**config.mk**
```make
export PLATFORM = sky130hd
export DESIGN_NAME = uart_tx_param
export DESIGN_NICKNAME = d
export VERILOG_FILES = /design/src/rtl/uart_pkg.sv /design/src/rtl/uart_baud_gen.sv /design/src/rtl/uart_tx_param.sv
export SDC_FILE = /design/constraint.sdc
export NUM_CORES = 1
export LEC_CHECK = 0
export BUFFER_PORTS_ARGS = -buffer_cell sky130_fd_sc_hd__buf_2
export CORE_MARGIN = 10
export CORE_UTILIZATION = 51
export DETAILED_ROUTE_END_ITERATION = 8
export GPL_ROUTABILITY_DRIVEN = 1
export GPL_TIMING_DRIVEN = 0
export PLACE_DENSITY = 0.71
export SLEW_MARGIN = 20
export SYNTH_ARGS = -nofsm -noshare
export SYNTH_HDL_FRONTEND = slang
export SYNTH_SLANG_ARGS = --single-unit
export TNS_END_PERCENT = 100
```
**constraint.sdc**
```tcl
create_clock -name clk -period 2 [get_ports clk]
set_input_delay 0.1 -clock clk [delete_from_list [all_inputs] [get_ports clk]]
set_output_delay 0.1 -clock clk [all_outputs]
set_load 0.02 [all_outputs]
```
**src/rtl/uart_pkg.sv**
```systemverilog
// uart_pkg: state encoding, line levels and legal parameter ranges shared by
// the UART blocks.
package uart_pkg;

   typedef enum logic [2:0] {
      IDLE   = 3'd0,
      START  = 3'd1,
      DATA   = 3'd2,
      PARITY = 3'd3,
      STOP   = 3'd4
   } uart_tx_state_t;

   localparam logic UART_IDLE_LEVEL  = 1'b1;
   localparam logic UART_START_LEVEL = 1'b0;

   localparam int UART_DATA_BITS_MIN = 5;
   localparam int UART_DATA_BITS_MAX = 9;
   localparam int UART_STOP_BITS_MIN = 1;
   localparam int UART_STOP_BITS_MAX = 2;

endpackage

```
**src/rtl/uart_baud_gen.sv**
```systemverilog
// uart_baud_gen: bit-period counter. Counts 0..DIV-1 while enabled and pulses
// tick on the last count. Parked at zero while disabled so every enabled
// stretch starts on a full bit period. Written to be shared with a receiver.
module uart_baud_gen #(
   parameter int DIV = 16
) (
   input  logic clk,
   input  logic nrst,
   input  logic en,
   input  logic clr,
   output logic tick
);

   localparam int CNT_W = (DIV > 1) ? $clog2(DIV) : 1;
   localparam logic [CNT_W-1:0] CNT_LAST = CNT_W'(DIV - 1);

   logic [CNT_W-1:0] cnt;

   if (DIV < 2) begin : g_div_check
      $error("uart_baud_gen: DIV must be at least 2");
   end

   // bit-period counter, restarted by clr and held at zero when disabled
   always_ff @(posedge clk or negedge nrst) begin
      if (!nrst) begin
         cnt <= '0;
      end else if (clr || !en) begin
         cnt <= '0;
      end else if (cnt == CNT_LAST) begin
         cnt <= '0;
      end else begin
         cnt <= cnt + CNT_W'(1);
      end
   end

   assign tick = en && (cnt == CNT_LAST);

endmodule

```
**src/rtl/uart_tx_param.sv**
```systemverilog
// uart_tx_param: parametrised UART transmitter. One word per valid/ready
// handshake, framed as start, DATA_BITS data bits LSB first, optional parity,
// STOP_BITS stop bits. Build option UART_TX_PARITY_EN adds the parity bit;
// without it the PARITY state and parity register are not built and
// PARITY_ODD has no effect.
//
// state  | meaning
// -------+---------------------------------------------------------------
// IDLE   | line at mark, tx_ready high, waiting for tx_valid
// START  | start bit on the line for one bit period
// DATA   | data bits, LSB first, one shift per bit tick
// PARITY | parity bit for one bit period (UART_TX_PARITY_EN only)
// STOP   | STOP_BITS bit periods of mark, then back to IDLE
//
// tx is registered from the current state, so the line follows the state
// register by one clock: accept at edge N drives the start bit from N+1 and
// every bit still lasts exactly DIV clocks.
module uart_tx_param
   import uart_pkg::*;
#(
   parameter int CLK_FREQ   = 12000000,
   parameter int BAUD       = 9600,
   parameter int DATA_BITS  = 8,
   parameter int STOP_BITS  = 1,
   parameter int PARITY_ODD = 0
) (
   input  logic                 clk,
   input  logic                 nrst,
   input  logic [DATA_BITS-1:0] tx_data,
   input  logic                 tx_valid,
   output logic                 tx_ready,
   output logic                 tx,
   output logic                 tx_busy
);

   localparam int DIV  = CLK_FREQ / BAUD;
   localparam int BC_W = $clog2(DATA_BITS + 1);

   localparam logic [BC_W-1:0] DATA_LAST = BC_W'(DATA_BITS - 1);
   localparam logic [BC_W-1:0] STOP_LAST = BC_W'(STOP_BITS - 1);

   if (DIV < 2) begin : g_div_check
      $error("uart_tx_param: CLK_FREQ/BAUD must be at least 2");
   end
   if (DATA_BITS < UART_DATA_BITS_MIN || DATA_BITS > UART_DATA_BITS_MAX) begin : g_data_check
      $error("uart_tx_param: DATA_BITS out of range");
   end
   if (STOP_BITS < UART_STOP_BITS_MIN || STOP_BITS > UART_STOP_BITS_MAX) begin : g_stop_check
      $error("uart_tx_param: STOP_BITS out of range");
   end
   if (PARITY_ODD < 0 || PARITY_ODD > 1) begin : g_par_check
      $error("uart_tx_param: PARITY_ODD must be 0 or 1");
   end

   uart_tx_state_t state, state_nxt;

   logic                 accept;
   logic                 tick;
   logic                 last_data;
   logic                 last_stop;
   logic                 tx_nxt;
   logic [BC_W-1:0]      bit_cnt;
   logic [DATA_BITS-1:0] shift_q;

`ifdef UART_TX_PARITY_EN
   logic par_q;
`endif

   assign tx_ready  = (state == IDLE);
   assign tx_busy   = !tx_ready;
   assign accept    = tx_valid && tx_ready;
   assign last_data = (bit_cnt == DATA_LAST);
   assign last_stop = (bit_cnt == STOP_LAST);

   uart_baud_gen #(
      .DIV (DIV)
   ) u_baud (
      .clk  (clk),
      .nrst (nrst),
      .en   (state != IDLE),
      .clr  (accept),
      .tick (tick)
   );

   // state register
   always_ff @(posedge clk or negedge nrst) begin
      if (!nrst) begin
         state <= IDLE;
      end else begin
         state <= state_nxt;
      end
   end

   // next state and the line level the current state calls for
   always_comb begin
      state_nxt = state;
      tx_nxt    = UART_IDLE_LEVEL;
      case (state)
         IDLE: begin
            tx_nxt = UART_IDLE_LEVEL;
            if (accept) state_nxt = START;
         end
         START: begin
            tx_nxt = UART_START_LEVEL;
            if (tick) state_nxt = DATA;
         end
         DATA: begin
            tx_nxt = shift_q[0];
            if (tick && last_data) begin
`ifdef UART_TX_PARITY_EN
               state_nxt = PARITY;
`else
               state_nxt = STOP;
`endif
            end
         end
`ifdef UART_TX_PARITY_EN
         PARITY: begin
            tx_nxt = par_q;
            if (tick) state_nxt = STOP;
         end
`endif
         STOP: begin
            tx_nxt = UART_IDLE_LEVEL;
            if (tick && last_stop) state_nxt = IDLE;
         end
         default: begin
            tx_nxt    = UART_IDLE_LEVEL;
            state_nxt = IDLE;
         end
      endcase
   end

   // bit counter: data bits, then stop bits; restarts on every state change
   always_ff @(posedge clk or negedge nrst) begin
      if (!nrst) begin
         bit_cnt <= '0;
      end else if (state_nxt != state) begin
         bit_cnt <= '0;
      end else if (tick && (state == DATA || state == STOP)) begin
         bit_cnt <= bit_cnt + BC_W'(1);
      end
   end

   // shift register: load on accept, shift toward the LSB once per data bit
   always_ff @(posedge clk or negedge nrst) begin
      if (!nrst) begin
         shift_q <= '0;
      end else if (accept) begin
         shift_q <= tx_data;
      end else if (state == DATA && tick) begin
         shift_q <= shift_q >> 1;
      end
   end

`ifdef UART_TX_PARITY_EN
   // parity captured from the word at accept, before the shifter consumes it
   always_ff @(posedge clk or negedge nrst) begin
      if (!nrst) begin
         par_q <= 1'b0;
      end else if (accept) begin
         par_q <= (^tx_data) ^ (PARITY_ODD != 0);
      end
   end
`endif

   // registered line output; reset forces mark immediately
   always_ff @(posedge clk or negedge nrst) begin
      if (!nrst) begin
         tx <= UART_IDLE_LEVEL;
      end else begin
         tx <= tx_nxt;
      end
   end

endmodule
```
---- After elaboration in Yosys (flattened, before gate mapping) ----
Cells that the tools add are included.
word-level totals
  bits in registers ....................... 27
  output and inout port bits .............. 3
  logic and storage cells ................. 40
cells by class
  $add $sub $neg .......................... 2
  eq/ne operators ......................... 6
  multiplexer cells ....................... 12
  reductions and logical operators ........ 15
operator list
  cell                                           count
  two-way mux 11 bit                             2
  two-way mux 8 bit                              2
  two-way mux 3 bit                              4
  one-hot mux 3 bit (4 select lines)             1
  adder 11 x 1 -> 11 bit, second input constant  1
  == test 11 bit, second input constant          1
  two-way mux 4 bit                              2
  logical AND 1 bit                              6
  adder 4 x 1 -> 4 bit, second input constant    1
  == test 4 x 3 -> 1 bit, second input constant  1
  logical NOT 4 bit                              1
  nonzero test 2 bit                             2
  == test 3 x 1 -> 1 bit, second input constant  1
  == test 3 x 2 -> 1 bit, second input constant  1
  == test 3 bit, second input constant           1
  logical NOT 3 bit                              1
  != test 3 bit                                  1
  nonzero test 3 bit                             1
  logical NOT 1 bit                              2
  logical OR 1 bit                               2
  one-hot mux 1 bit (2 select lines)             1

---- Longest topological paths before layout ----
  depth in word-level cells ............... 7
  mapped depth ............................ 7
  mapped depth without buffers ............ 6

---- By module ----
A second synthesis with hierarchy kept.
second synthesis, totals
  cell total of the unflattened synthesis .. 148
  area, all modules ....................... 1481.4 µm²
by module, submodules not included
  module         instances  cells an instance  area an instance (µm²)
  uart_tx_param  1          91                 902.1
  uart_baud_gen  1          57                 579.3

---- Least setup slack after synthesis ----
OpenSTA, ideal clock, no wires.
  kind .................................... reg2reg
  start point ............................. register u_baud.cnt[2]
  end point ............................... register shift_q[0]
  setup time .............................. 0.125 ns
  arrival time ............................ 1.746 ns
  required time ........................... 1.875 ns
  slack ................................... 0.129 ns
  cell stages (with the launch flop) ...... 5
  buffers on the path ..................... 0
  clock period less this slack ............ 1.871 ns
  cells stage by stage .................... dfrtp_1 -> nor4b_4 -> nand3_2 -> o31ai_4 -> mux2_2
on the way
  cells in the longest elaborated chain, start to end .. 4
ends and longest elaborated chain
  item                                 RTL line              source
  from (decl)                          uart_baud_gen.sv:17   logic [CNT_W-1:0] cnt;
  from (signal assigned)               uart_baud_gen.sv:32   cnt <= cnt + CNT_W'(1);
  == test 11 bit                       uart_baud_gen.sv:36   assign tick = en && (cnt == CNT_LAST);
  logical AND 1 bit                    uart_baud_gen.sv:36
  logical AND 1 bit                    uart_tx_param.sv:151  end else if (state == DATA && tick) begin
  nonzero test 2 bit (no source line)  -
  to (signal assigned)                 uart_tx_param.sv:150  shift_q <= tx_data;
  to (signal assigned)                 uart_tx_param.sv:152  shift_q <= shift_q >> 1;
  to (decl)                            uart_tx_param.sv:63   logic [DATA_BITS-1:0] shift_q;
No other way between the ends.
A chain may end at the register's enable or synchronous reset.

---- Final worst setup path ----
  start point ............................. register u_baud.cnt[2]
  end point ............................... register shift_q[3]
The elaborated chain is that of the path after synthesis.

==> flow_summary_export.csv <==
group,metric,value,unit
grt,grt_max_degree,28,
pwr,intPower,633,µW
clock_tree,clockRootBuffer,"clkbuf_4",
critical_path,path_class,"reg2reg",
sta,tightestPinTransition,0.602,ns
clock_tree,clkLatencyLatePin,0.32,ns
grt,grt_pass1_wl,4840,µm
synth,ys_ff_latch,27,
route,via_per_inst,5.74,
route,drtIter0Drc,114,
floorplanning,start_util,53.5,%
place,dpl.cell_count,181,
critical_path,path_delay_family,"flip-flops",
floorplanning,die_w,74.0,µm
critical_path,cp-end-kind,"flip-flop",
sta,hold_viol_final,0,
cells_and_area,nNetsFinal,177,
cells_and_area,final_cells,192,
synth,synth-edff-count,0,
grt,antenna_found_initial,0,
floorplanning,row_count,19,
critical_path,cp_max_fo,6,
run_status,outcome,"complete, no violations",
route,post-route-drc-count,0,
synth,synth_warnings,0,
place,place_hpwl,2040,µm
worst_hold_path,min_path_cells,3,
sta,timing.final.ws_setup,0.0795,ns
pwr,leakagePower,0.792,nW
sta,worst_hold_slack,0.0118,ns
worst_hold_path,holdPathEnd,"shift_q[7]",
critical_path,slowest_stage,"dfrtp_1",
route,antenna_left,0,
critical_path,worst-path-buf-inv,2,
clock_tree,cts-htree-levels,1,
clock_tree,clkSlewWorstSetupHoldPaths,0.14,ns
synth,netlist_area,1490,µm²
critical_path,max_stage_delay,0.48,ns
critical_path,r2r_start,"u_baud.cnt[2]",
critical_path,cpMostUsedCell,"buf_4",
critical_path,reg2reg_depth,6,
route,wl,2770,µm
synth,syn-num-nets,152,
grt,globalRouteTotalUtil,10.8,%
sta,finalClockSkew,0.00186,ns
sta,fin_crit_sh,96.0,%
cells_and_area,diodes,0,
sta,slew_headroom,59.9,%
pwr,power_frac_clock,29.0,%
critical_path,cp_data_required_time,2.22,ns
pwr,pwr-share-seq,68.2,%
floorplanning,chipHeight,74.0,µm
clock_tree,clock_path_buffers,2,
synth,ys_types,45,
place,place_ws,-0.0931,ns
sta,rsz0062_at_grt,"false",
floorplanning,dieArea,5480,µm²
sta,slew_violations,0,
worst_hold_path,hold_class,"in2reg",
pwr,power.density_cell_area,475,nW/µm²
sta,fin_crit,1.92,ns
pwr,p_sw,168,µW
place,dpl-instance-area,1590,µm²
grt,overflow,0,
cells_and_area,finalInstanceArea,1680,µm²
sta,max_freq,0.521,GHz
synth,synth_top_area_share,43.7,%
cells_and_area,drive_above_1_share,29.2,%
floorplanning,ioPinCount,14,
critical_path,crit_arrival,2.14,ns
synth,ys.flop_type,"dfrtp_1",
place,gp_congestion,0.864,
clock_tree,cts_tree,"yes",
route,post_drt_wl_per_cell,14.4,µm
sta,setup_tns,0,ns
synth,synthArstFlopShare,100,%
sta,setup_viol,0,
route,drt_first_pass_iters,4,
grt,first_global_vias,1090,
critical_path,r2r_setup_slack,0.08,ns
pwr,p_total,801,µW
pwr,vdd_drop_max,0.000309,V
pwr,p_sw_share,21.0,%
critical_path,critPathLaunchType,"flip-flop",
run,maxCapViolations,0,
place,io_buffers,13,
route,num_vias,1102,
worst_hold_path,hold_start,"tx_data[7]",
synth,synth_area_leaders,"dfrtp_1, mux2_2, nor2_1, xor2_1, ha_1",
pwr,p_comb_share,2.8,%
synth,seq_area_frac_synth,45.5,%
synth,yosys.area.top_type,"dfrtp_1",
critical_path,timing.rr.end,"shift_q[3]",
clock_tree,numClockSinks,27,
floorplanning,core,2780,µm²
cells_and_area,syn2layout_area_growth,13.2,%
critical_path,crit_chain,"nor4b_4 -> buf_4 -> nand3_4 -> o31ai_4 -> buf_4 -> mux2_2",
cells_and_area,utilization,60.5,%
synth,synth.avg_cell_area,10.9,µm²
clock_tree,cts-buffers-inserted,3,
synth,syn_inst,137,
## state kept, by name (all words and copies together), names as in the netlist
name        flops
u_baud.cnt     11
bit_cnt         4
tx              1
shift_q         8
state           3
## Yosys cell counts, types with 2 or more instances
| library cell | number |
|---|---|
| and3b_1 | 2 |
| ha_1 | 4 |
| a21oi_1 | 3 |
| nand2b_1 | 4 |
| a211oi_1 | 2 |
| nor2_1 | 15 |
| nand2_1 | 4 |
| nor3_1 | 4 |
| or3_1 | 2 |
| nand3_1 | 6 |
| clkbuf_1 | 2 |
| mux2_2 | 10 |
| mux2_4 | 2 |
| nand4_1 | 5 |
| inv_1 | 5 |
| o21ai_0 | 4 |
| dfrtp_1 | 26 |
| xnor2_1 | 5 |
| xor2_1 | 6 |
## placed cells by master (no fill, tap or decap), drive strengths merged, types with 3 or more instances in the layout
cell | synthesis | routed
inv | 6 | 6
xor2 | 6 | 6
o21ai | 4 | 4
nor3 | 4 | 4
clkbuf | 2 | 6
xnor2 | 5 | 5
nand2 | 5 | 5
dfrtp | 26 | 26
ha | 4 | 4
or3 | 3 | 3
nand3 | 7 | 7
mux2 | 12 | 12
buf | 1 | 20
nand2b | 4 | 4
a21oi | 3 | 3
nor2 | 15 | 15
nand4 | 6 | 6
## kinds of logic after synthesis
family                   count (synthesis)  share of synthesized area (%)
AO/OA/AOI/OAI                           17                           8.66
XOR/XNOR                                11                           6.48
adder cells (fa/ha/maj)                  4                           3.36
buffers and inverters                    9                           2.35
flip-flops                              27                           45.5
multiplexers                            13                           10.3
AND/OR/NAND/NOR                         56                           23.4
## power groups by stage
stage	Combinational, mW	Clock, mW	Sequential (mW)
floorplan	0.000736	0	0.556
global placement	0.0210	0	0.556
detailed placement	0.0217	0	0.556
CTS	0.0232	0.243	0.546
global route	0.0255	0.263	0.546
finish	0.0223	0.232	0.546
## worst max path at each step
stage                  start          to  slack [ns]  depth (start not counted)
6_report       u_baud.cnt[2]  shift_q[3]        0.08                          6
5_1_grt        u_baud.cnt[2]  shift_q[3]      0.0009                          6
4_1_cts        u_baud.cnt[2]  shift_q[3]        0.03                          5
3_5_place_dp   u_baud.cnt[2]  shift_q[2]       -0.09                          4
3_3_place_gp   u_baud.cnt[2]  shift_q[0]       -0.05                          4
2_1_floorplan  u_baud.cnt[2]  shift_q[0]        0.13                          4
## metal layers
metal | track usage (%) | vias to the layer above | part of all wire (%)
li1 | - | 542 | -
met3 | 2.66 | 5 | 6.5
met1 | 13.2 | 526 | 44
met4 | 5.18 | 0 | 1.2
met5 | 0 | - | 0
met2 | 17.6 | 29 | 49
## area by class of cell
cell class	instances	area, µm²
repair buffers	20	120
multi-input cells	101	787
plain buffers	3	12.5
clock buffers	4	26.3
well taps	31	38.8
fillers	232	1100
inverters	6	22.5
flip-flops and latches	27	677
## worst reg2reg max path, cell delays in order, from the launching register on
cell     delay [ns]
dfrtp_1        0.48
nor4b_4        0.27
buf_4          0.19
nand3_4        0.11
o31ai_4        0.27
buf_4          0.18
mux2_2         0.32
## what timing repair did
item,4_1_cts,5_1_grt
endpoints found under the setup margin,6,17
setup buffers,3,3
hold buffers,1,0
resized for setup,0,2
pin swaps,1,2
hold endpoints to repair,26,0
Note: power is estimated with default switching activity, not from simulation.
